$ cat src/rtl/mips_pkg.sv
// Shared opcode constants, issue FSM encoding and opcode legality check.
// Imported by instr_issue and by MainControl, which decodes the same opcodes.
package mips_pkg;

    localparam logic [3:0] OP_ADD  = 4'h0;
    localparam logic [3:0] OP_SUB  = 4'h1;
    localparam logic [3:0] OP_AND  = 4'h2;
    localparam logic [3:0] OP_OR   = 4'h3;
    localparam logic [3:0] OP_ADDI = 4'h4;
    localparam logic [3:0] OP_SLT  = 4'h7;
    localparam logic [3:0] OP_HALT = 4'hF;

    typedef enum logic [2:0] {
        S_IDLE,
        S_REQ,
        S_DATA,
        S_ISSUE,
        S_DONE
    } state_t;

    function automatic logic op_is_legal(input logic [3:0] op);
        return op inside {OP_ADD, OP_SUB, OP_AND, OP_OR,
                          OP_ADDI, OP_SLT, OP_HALT};
    endfunction

endpackage

$ cat src/rtl/instr_issue.sv
// Fetch/issue unit: fetches 16-bit words, splits Op/rs/rt/rd_imm, and
// hands them downstream over valid/ready; stops on HALT or illegal opcode.
// Ports: clk, rst_n (sync, active-low), start/start_addr, imem_en/
// imem_addr/imem_rdata, op_valid/op_ready, Op/rs/rt/rd_imm, pc, busy,
// halted, err.
module instr_issue
    import mips_pkg::*;
#(
    parameter int ADDR_W = 8
) (
    input  logic              clk,
    input  logic              rst_n,
    input  logic              start,
    input  logic [ADDR_W-1:0] start_addr,
    output logic              imem_en,
    output logic [ADDR_W-1:0] imem_addr,
    input  logic [15:0]       imem_rdata,
    output logic              op_valid,
    input  logic              op_ready,
    output logic [3:0]        Op,
    output logic [3:0]        rs,
    output logic [3:0]        rt,
    output logic [3:0]        rd_imm,
    output logic [ADDR_W-1:0] pc,
    output logic              busy,
    output logic              halted,
    output logic              err
);

    localparam logic [ADDR_W-1:0] PC_ONE = {{(ADDR_W-1){1'b0}}, 1'b1};

    state_t      state;
    logic [15:0] ir;
    logic [3:0]  rd_op;

    assign rd_op     = imem_rdata[15:12];
    assign imem_addr = pc;
    assign Op        = ir[15:12];
    assign rs        = ir[11:8];
    assign rt        = ir[7:4];
    assign rd_imm    = ir[3:0];

    // Control outputs are registered alongside the state so none of
    // them depends combinationally on op_ready.
    always_ff @(posedge clk) begin
        if (!rst_n) begin
            state    <= S_IDLE;
            pc       <= '0;
            ir       <= '0;
            op_valid <= 1'b0;
            imem_en  <= 1'b0;
            busy     <= 1'b0;
            halted   <= 1'b0;
            err      <= 1'b0;
        end else begin
            unique case (state)
                S_IDLE, S_DONE: begin
                    if (start) begin
                        state   <= S_REQ;
                        pc      <= start_addr;
                        halted  <= 1'b0;
                        err     <= 1'b0;
                        imem_en <= 1'b1;
                        busy    <= 1'b1;
                    end
                end
                S_REQ: begin
                    imem_en <= 1'b0;
                    state   <= S_DATA;
                end
                S_DATA: begin
                    ir <= imem_rdata;
                    if (!op_is_legal(rd_op)) begin
                        state <= S_DONE;
                        err   <= 1'b1;
                        busy  <= 1'b0;
                    end else if (rd_op == OP_HALT) begin
                        state  <= S_DONE;
                        halted <= 1'b1;
                        busy   <= 1'b0;
                    end else begin
                        state    <= S_ISSUE;
                        op_valid <= 1'b1;
                    end
                end
                S_ISSUE: begin
                    if (op_ready) begin
                        op_valid <= 1'b0;
                        pc       <= pc + PC_ONE;
                        imem_en  <= 1'b1;
                        state    <= S_REQ;
                    end
                end
                default: state <= S_IDLE;
            endcase
        end
    end

endmodule

$ cat config.mk
export PLATFORM = sky130hd
export DESIGN_NAME = instr_issue
export DESIGN_NICKNAME = d
export VERILOG_FILES = /design/src/rtl/mips_pkg.sv /design/src/rtl/instr_issue.sv
export SDC_FILE = /design/constraint.sdc
export NUM_CORES = 1
export LEC_CHECK = 0
export ABC_AREA = 1
export CAP_MARGIN = 20
export CORE_MARGIN = 3
export CORE_UTILIZATION = 46
export DETAILED_ROUTE_END_ITERATION = 8
export MAX_ROUTING_LAYER = met4
export PLACE_DENSITY = 0.92
export REMOVE_ABC_BUFFERS = 1
export SYNTH_ARGS = -nofsm -noshare
export SYNTH_HDL_FRONTEND = slang
export SYNTH_SLANG_ARGS = --single-unit
$ cat constraint.sdc
create_clock -name clk -period 3.7 [get_ports clk]
set_clock_uncertainty 0.05 [all_clocks]
set_input_delay 0.74 -clock clk [delete_from_list [all_inputs] [get_ports clk]]
set_output_delay 0.74 -clock clk [all_outputs]
set_load 0.1 [all_outputs]
==> results.toml, run 1 <==
[critical_path]
critical_path_class = "flop to output port"
cp_max_fo = 7
max_stage_delay_ps = 1170
cp.depth = 1
cp_cell_sequence = "clkdlybuf4s50_1"
cp.arrival_ps = 1950
crit_start = "imem_addr[5]"
r2r_start = "state[1]"
endpoint_kind = "output port"
crit_family = "buffers and inverters"
required_ps = 2910
critPathSlowestCell = "clkdlybuf4s50_1"
reg2reg_depth = 8
cp-start-kind = "flop"
path_buf_inv = 1

[power]
power.leakage_nw = 0.8782
power_mw = 1.339
ir_drop_uv = 304.6
p_per_area_mw_per_mm2 = 599.2

[timing]
slew_violations = 0
period_minus_slack_ps = 2744
fmax_ghz = 0.3645
tightest_slew_ps = 986.0
post-route-period-util_pct = 74.15
setup_viol = 0
rsz0062_at_grt = "no"
setup_tns_ps = 0
slew-limit-headroom_pct = 34.06
final-hold-violation-count = 0
hold-worst-slack_ps = 418.7

[clocking]
tritoncts = "built"
clockRootBuffer = "clkbuf_4"
numCtsBuffers = 5
cts_setup_buffers = 0
cts_buffer_depth = 2
htreeDepth = 2
cts_sinks = 32
hold_buffers = 0
clock_latency_ps = 330
clk_pin_slew_ps = 100
cts_resized = 0

[yosys]
synthCells = 227
synth-seq-cells = 32
synthDistinctLibCells = 26
synth.cell_area_sq_mm = 0.001579
ys_seq_area_share_pct = 40.57
yosys_warnings = 0
syn_area_per_cell_sq_um = 6.956

[routing]
avgRoutedWirePerCell_microns = 11.82
first_pass_iters = 4
wirelength_mm = 3.866
vias = 1599
antenna_left = 0
route.detailed.drc = 0
vias_per_cell = 4.890
dr.first_iter.drc_count = 84

[placement]
gp_routability_congestion = 0.7645
place_inst = 319
io_buffers = 64
dp_hpwl_mm = 2.872

[layout]
nNetsFinal = 311
insertedDiodeCount = 0
final_cells = 327
fillers = 270
drive_gt1_share_pct = 7.420
syn_to_final_growth_pct = 41.52

[worst_hold_path]
worstHoldStart = "op_valid"
hold_path.class = "flop to flop"
hold_depth = 2

[flow_run]
drv_cap = 0

[floorplanning]
initial_core_util_pct = 50.08
io-pin-count = 65
die_width_microns = 64.59
row_count = 20
die-area_sq_mm = 0.004172
dieHeight_microns = 64.59
core_sq_mm = 0.003153

[global_route]
grt_max_degree = 25
grt_pass1_vias = 1441
grt_overflow = 0
grt_usage_pct = 20.71
antenna_found_initial = 0
grt_pass1_wl_mm = 6.527

[run_status]
status = "finished clean"
## cells by family after synthesis
family	share of synthesized area, %
AND/OR/NAND/NOR	31.77
AO/OA/AOI/OAI	14.98
buffers and inverters	11.89
flip-flops	40.57
adder cells (fa/ha/maj)	0.7923
## flip-flops by register name, summed over array words and instances (netlist names)
register,cells
ir,16
imem_addr,8
state,3
busy,1
err,1
halted,1
imem_en,1
op_valid,1
## power breakdown
group / leakage, nW / internal [mW] / total, mW / switching, mW
registers: 0.261 / 0.384 / 0.426 / 0.0420
clock network: 0.0422 / 0.142 / 0.263 / 0.121
logic: 0.574 / 0.156 / 0.650 / 0.494
## metal layers
layer / up-vias / track usage (%) / routed length [microns]
met3: 6 / 6.066 / 205
met1: 720 / 23.98 / 1683
li1: 832 / - / -
met2: 41 / 34.28 / 1923
met5: - / - / 0
met4: 0 / 7.124 / 54
## final cells by class
class                           count  area [sq um]  share of cell area [%]
Clock buffer                        6         41.29                   1.848
Clock inverter                      2         35.03                   1.568
Inverter                           19         71.32                   3.191
Multi-Input combinational cell    160         750.7                   33.59
Sequential cell                    32         640.6                   28.67
Tap cell                           44         55.05                   2.464
Timing Repair Buffer               64         640.6                   28.67
## final timing paths
| check | end | slack [ps] |
|---|---|---|
| min | op_valid | 420 |
| max reg2reg | imem_addr[2] | 1850 |
| max | pc[5] | 960 |
| min reg2reg | op_valid | 420 |
## metrics by stage
| step | worst slack (ps) | util (%) | area (sq um) |
|---|---|---|---|
| after global placement | 1343 | 68.45 | 2158 |
| after global routing | 869.7 | 70.87 | 2235 |
| after floorplan | 908.2 | - | 1463 |
| after CTS | 940.5 | 70.87 | 2235 |
| final | 956.5 | 70.87 | 2235 |
| after detailed placement | 1322 | 68.45 | 2158 |
## synth_stat cells (all sizes together)
cell	count	area [sq um]
ha	1	12.51
nand2	82	320.3
nand3	15	85.08
dfxtp	32	640.6
nand3b	2	15.01
a21boi	1	7.510
clkbuf	1	3.750
a31oi	2	12.51
a21oi	29	156.4
inv	19	71.32
o211ai	2	15.01
nand4	1	6.260
o21ai	9	45.04
buf	15	112.6
nor2	16	75.07
## placed cells by master (no fill, tap or decap), types with 2 or more instances in the layout
cell / synthesis / layout
nand3b_1: 2 / 2
nand3_1: 13 / 13
nand2_1: 79 / 79
clkbuf_4: 0 / 5
inv_2: 2 / 2
nand3_2: 2 / 2
o211ai_1: 2 / 2
a21oi_1: 26 / 26
o21ai_0: 8 / 8
nor2_2: 3 / 3
inv_1: 17 / 17
nor2_1: 12 / 12
dfxtp_1: 32 / 32
a31oi_1: 2 / 2
clkdlybuf4s50_1: 0 / 64
nand2_2: 2 / 2
a21oi_2: 3 / 3
Power figures use the tool's default switching activity.
==> run 2, diff against run 1 <==
--- a/config.mk
+++ b/config.mk
@@ -8,10 +8,10 @@
 export ABC_AREA = 1
 export CAP_MARGIN = 20
 export CORE_MARGIN = 3
-export CORE_UTILIZATION = 46
+export CORE_UTILIZATION = 38
 export DETAILED_ROUTE_END_ITERATION = 8
 export MAX_ROUTING_LAYER = met4
-export PLACE_DENSITY = 0.92
+export PLACE_DENSITY = 0.82
 export REMOVE_ABC_BUFFERS = 1
 export SYNTH_ARGS = -nofsm -noshare
 export SYNTH_HDL_FRONTEND = slang
==> constraint.sdc (replaced) <==
create_clock -name clk -period 2.4 [get_ports clk]
set_clock_uncertainty 0.05 [all_clocks]
set_input_delay 0.48 -clock clk [delete_from_list [all_inputs] [get_ports clk]]
set_output_delay 0.48 -clock clk [all_outputs]
set_load 0.1 [all_outputs]
==> run 2 against run 1 <==
Critical path depth is 6 higher. Combinational power is 50% higher. Via count is 0.63% higher. Hold slack worse by 19 ps. Power is 55% higher. Global-route usage is 4.5 points lower. Core utilization is 14 points lower. Wire length is 0.44% lower. Largest cell class unchanged. Highest routed layer unchanged.
==> results.toml, run 2 (synthesis gave the netlist of run 1 again) <==
[clocking]
cts_sinks = 32
clk_pin_slew_ps = 60
clockRootBuffer = "clkbuf_8"
cts_setup_buffers = 0
htreeDepth = 2
clock_latency_ps = 270
cts_buffer_depth = 2
tritoncts = "built"
cts_resized = 0
hold_buffers = 0
numCtsBuffers = 5

[worst_hold_path]
whs_endpoint = "op_valid"
hold_depth = 2
worstHoldStart = "op_valid"
hold_path.class = "flop to flop"

[routing]
first_pass_iters = 4
wirelength_mm = 3.849
dr.first_iter.drc_count = 73
avgRoutedWirePerCell_microns = 11.59
antenna_left = 0
vias = 1609
route.detailed.drc = 0
vias_per_cell = 4.846

[critical_path]
r2r_start = "state[1]"
r2r-end = "imem_addr[2]"
cp_max_fo = 17
reg2reg_depth = 7
endpoint_kind = "flop"
required_ps = 2510
cp.arrival_ps = 1880
cp-start-kind = "flop"
r2r_slack_ps = 630
critical_path_class = "flop to flop"

[power]
p_per_area_mw_per_mm2 = 949.5
power.leakage_nw = 0.9622
ir_drop_uv = 469.4

[placement]
dp_hpwl_mm = 2.834
io_buffers = 64
gp_routability_congestion = 0.7906

[timing]
fmax_ghz = 0.5637
setup_viol = 0
slew-limit-headroom_pct = 45.37
setup_tns_ps = 0
tightest_slew_ps = 818.6
rsz0062_at_grt = "no"
final-hold-violation-count = 0
slew_violations = 0
period_minus_slack_ps = 1774
post-route-period-util_pct = 73.92

[layout]
fillers = 372
finish.utilization_pct = 57.03
final_common_cell = "nand2_1"
regArea_sq_um = 640.6
mostFrequentLayoutCells = "nand2_1, buf_4, dfxtp_1, clkdlybuf4s50_1, a21oi_1"
largest_register = "ir"
largest_reg_flops = 16
syn_to_final_growth_pct = 38.19
nNetsFinal = 313
drive_gt1_share_pct = 21.13
insertedDiodeCount = 0
multi_input_area_sq_um = 750.7

[global_route]
grt_overflow = 0
grt_pass1_wl_mm = 6.430
grt_pass1_vias = 1451
grt_max_degree = 25
antenna_found_initial = 0
grt_usage_pct = 16.16

[floorplanning]
die_width_microns = 70.46
core_sq_mm = 0.003826
io-pin-count = 65
die-area_sq_mm = 0.004965
row_count = 22
initial_core_util_pct = 41.27
dieHeight_microns = 70.46

[flow_run]
drv_cap = 0

[run_status]
status = "finished clean"
[run 2: routing by layer]
layer	wire length, microns	vias to the layer above	global-route usage (%)
li1	-	836	-
met1	1656	732	19.56
met2	1946	39	26.72
met3	210	2	3.741
met4	36	0	4.681
met5	0	-	-
[run 2: worst max path at each step]
stage,from,depth (start not counted),to,slack [ps]
floorplan,imem_addr[1],6,imem_addr[6],-390
global placement,op_ready,8,imem_addr[2],520
detailed placement,op_ready,7,imem_addr[2],460
CTS,state[1],7,imem_addr[2],620
global route,state[1],8,imem_addr[3],440
finish,state[1],7,imem_addr[2],630
[run 2: worst max-delay path, cell delays in order, from the launching register on]
cell,delay (ps)
dfxtp_1,480
nand2_2,110
nor2_4,340
nand2_4,100
nand3_2,210
inv_1,170
o21ai_1,130
a21oi_1,80
[run 2: where the power goes]
part           switching [mW]  internal, mW
combinational           0.761         0.217
sequential             0.0689         0.593
clock                   0.178         0.255
[run 2: area by class of cell]
type | instances | area share, %
tap | 48 | 2.752
inverter | 19 | 3.268
timing repair buffer | 66 | 25.80
clock buffer | 7 | 4.415
sequential | 32 | 29.36
multi-input combinational | 160 | 34.40
[run 2: through the flow]
stage                     std cells  hold slack (ps)  instance area, sq um  setup slack (ps)  power [mW]
after floorplan                 211            461.0                  1463            -391.8       1.422
after global placement          325            391.2                  2086             520.8       1.641
after detailed placement        325            390.8                  2086             456.4       1.653
after CTS                       332            401.8                  2182             619.2       2.090
after global routing            332            425.9                  2182             442.5       2.174
final                           332            399.8                  2182             626.0       2.072
==> run 3, diff against run 2 <==
--- a/config.mk
+++ b/config.mk
@@ -8,10 +8,10 @@
 export ABC_AREA = 1
 export CAP_MARGIN = 20
 export CORE_MARGIN = 3
-export CORE_UTILIZATION = 38
+export CORE_UTILIZATION = 42
 export DETAILED_ROUTE_END_ITERATION = 8
 export MAX_ROUTING_LAYER = met4
-export PLACE_DENSITY = 0.82
+export PLACE_DENSITY = 0.86
 export REMOVE_ABC_BUFFERS = 1
 export SYNTH_ARGS = -nofsm -noshare
 export SYNTH_HDL_FRONTEND = slang
==> constraint.sdc (replaced) <==
create_clock -name clk -period 1.64 [get_ports clk]
set_clock_uncertainty 0.05 [all_clocks]
set_input_delay 0.328 -clock clk [delete_from_list [all_inputs] [get_ports clk]]
set_output_delay 0.328 -clock clk [all_outputs]
set_load 0.1 [all_outputs]
==> run 3 against run 2 <==
Setup slack lost 490 ps. Largest cell class is now buffers. Core utilization up 22 points. Critical path type unchanged. Power grew 74%. Non-clock buffer count increased by 9. Hold slack better by 56 ps. Sequential share of layout area fell by 6.0 points. Fmax rose by 18%. Critical endpoint is now imem_addr[7].
==> results.toml, run 3 (synthesis gave the netlist of run 1 again) <==
[power]
ir_drop_uv = 918.3
p_per_area_mw_per_mm2 = 1310
power.leakage_nw = 1.136

[layout]
final_cells = 340
largest_reg_flops = 16
finish.utilization_pct = 79.26
mostFrequentLayoutCells = "nand2_1, buf_12, dfxtp_1, clkdlybuf4s50_1, a21oi_1"
regArea_sq_um = 643.1
insertedDiodeCount = 0
fillers = 206
syn_to_final_growth_pct = 74.09
nNetsFinal = 322
stdcell_area_sq_mm = 0.002749
drive_gt1_share_pct = 24.15
multi_input_area_sq_um = 750.7
largest_register = "ir"
final_common_cell = "nand2_1"

[routing]
avgRoutedWirePerCell_microns = 14.58
wirelength_mm = 4.956
vias_per_cell = 5.141
first_pass_iters = 4
vias = 1748
dr.first_iter.drc_count = 91
antenna_left = 0
route.detailed.drc = 0

[worst_hold_path]
hold_path.class = "flop to flop"

[placement]
gp_routability_congestion = 0.7860
place_inst = 332
dp_slack_ps = -9.389
io_buffers = 64
dp_hpwl_mm = 3.594
placed_area_sq_mm = 0.002639

[clocking]
cts_setup_buffers = 0
clockRootBuffer = "clkbuf_8"
clock_latency_ps = 290
hold_buffers = 0
htreeDepth = 2
numCtsBuffers = 5
cts_buffer_depth = 2
cts_sinks = 32
clk_pin_slew_ps = 70
tritoncts = "built"
cts_resized = 0

[floorplanning]
core_sq_mm = 0.003468
dieHeight_microns = 67.32
die-area_sq_mm = 0.004531
io-pin-count = 65
row_count = 21
die_width_microns = 67.32
initial_core_util_pct = 45.53

[timing]
final-hold-violation-count = 0
tightest_slew_ps = 352.1
slew_violations = 0
setup_viol = 0
fmax_ghz = 0.6631
slew-limit-headroom_pct = 76.49
post-route-period-util_pct = 91.96
hold-worst-slack_ps = 456.1
setup_slack_ps = 131.9
period_minus_slack_ps = 1508
rsz0062_at_grt = "no"

[critical_path]
max_stage_delay_ps = 370
crit_start = "state[0]"
endpoint_kind = "flop"
r2r_slack_ps = 130
required_ps = 1820
r2r-end = "imem_addr[7]"
critPathSlowestCell = "dfxtp_2"
worstSetupEndpoint = "imem_addr[7]"
r2r_start = "state[0]"
cp-start-kind = "flop"
cp_max_fo = 7
reg2reg_depth = 8
cp.arrival_ps = 1680
cp_cell_sequence = "nor2_1, inv_1, nand2_2, nand3_2, buf_4, nor2_2, nand2_1, a21oi_2"
critical_path_class = "flop to flop"

[global_route]
grt_pass1_wl_mm = 8.079
antenna_found_initial = 0
grt_usage_pct = 24.43
grt_overflow = 0
grt_pass1_vias = 1718
grt_max_degree = 25

[run_status]
status = "finished clean"

[flow_run]
drv_cap = 0
## run 3: how the worst min path moves through the flow
| stage | startpoint | to | slack (ps) | depth (start not counted) |
|---|---|---|---|---|
| floorplan | rst_n | state[1] | 380 | 2 |
| global placement | op_valid | op_valid | 430 | 2 |
| detailed placement | op_valid | op_valid | 430 | 2 |
| CTS | op_valid | op_valid | 450 | 2 |
| global route | ir[9] | ir[9] | 470 | 2 |
| finish | ir[9] | ir[9] | 460 | 2 |
## run 3: cell type report
class	count	area share [%]
clock buffers	6	2.640
repair buffers	75	40.69
flip-flops and latches	32	23.40
multi-input cells	160	27.31
inverters	19	2.594
clock inverters	2	1.274
well taps	46	2.094
## run 3: critical path: cells and delay by family, from the launching register on
family | cells | cell delay (ps)
compound gates | 1 | 120
flops | 1 | 370
buf+inv | 2 | 290
simple gates | 5 | 610
## run 3: report_power, final
part / switching (mW) / internal [mW]
Sequential: 0.132 / 0.869
Clock: 0.300 / 0.450
Combinational: 1.19 / 0.656
## run 3: stage by stage
step	TNS [ps]	power [mW]
finish	0	3.602
global route	0	3.730
CTS	0	3.601
detailed placement	-15.78	2.846
global placement	0	2.809
floorplan	-12970	2.082
## run 3: layer usage
layer	track usage, %	wire length, microns
met5	-	0
met4	7.848	72
met3	7.820	358
met2	43.56	2716
met1	25.38	1809
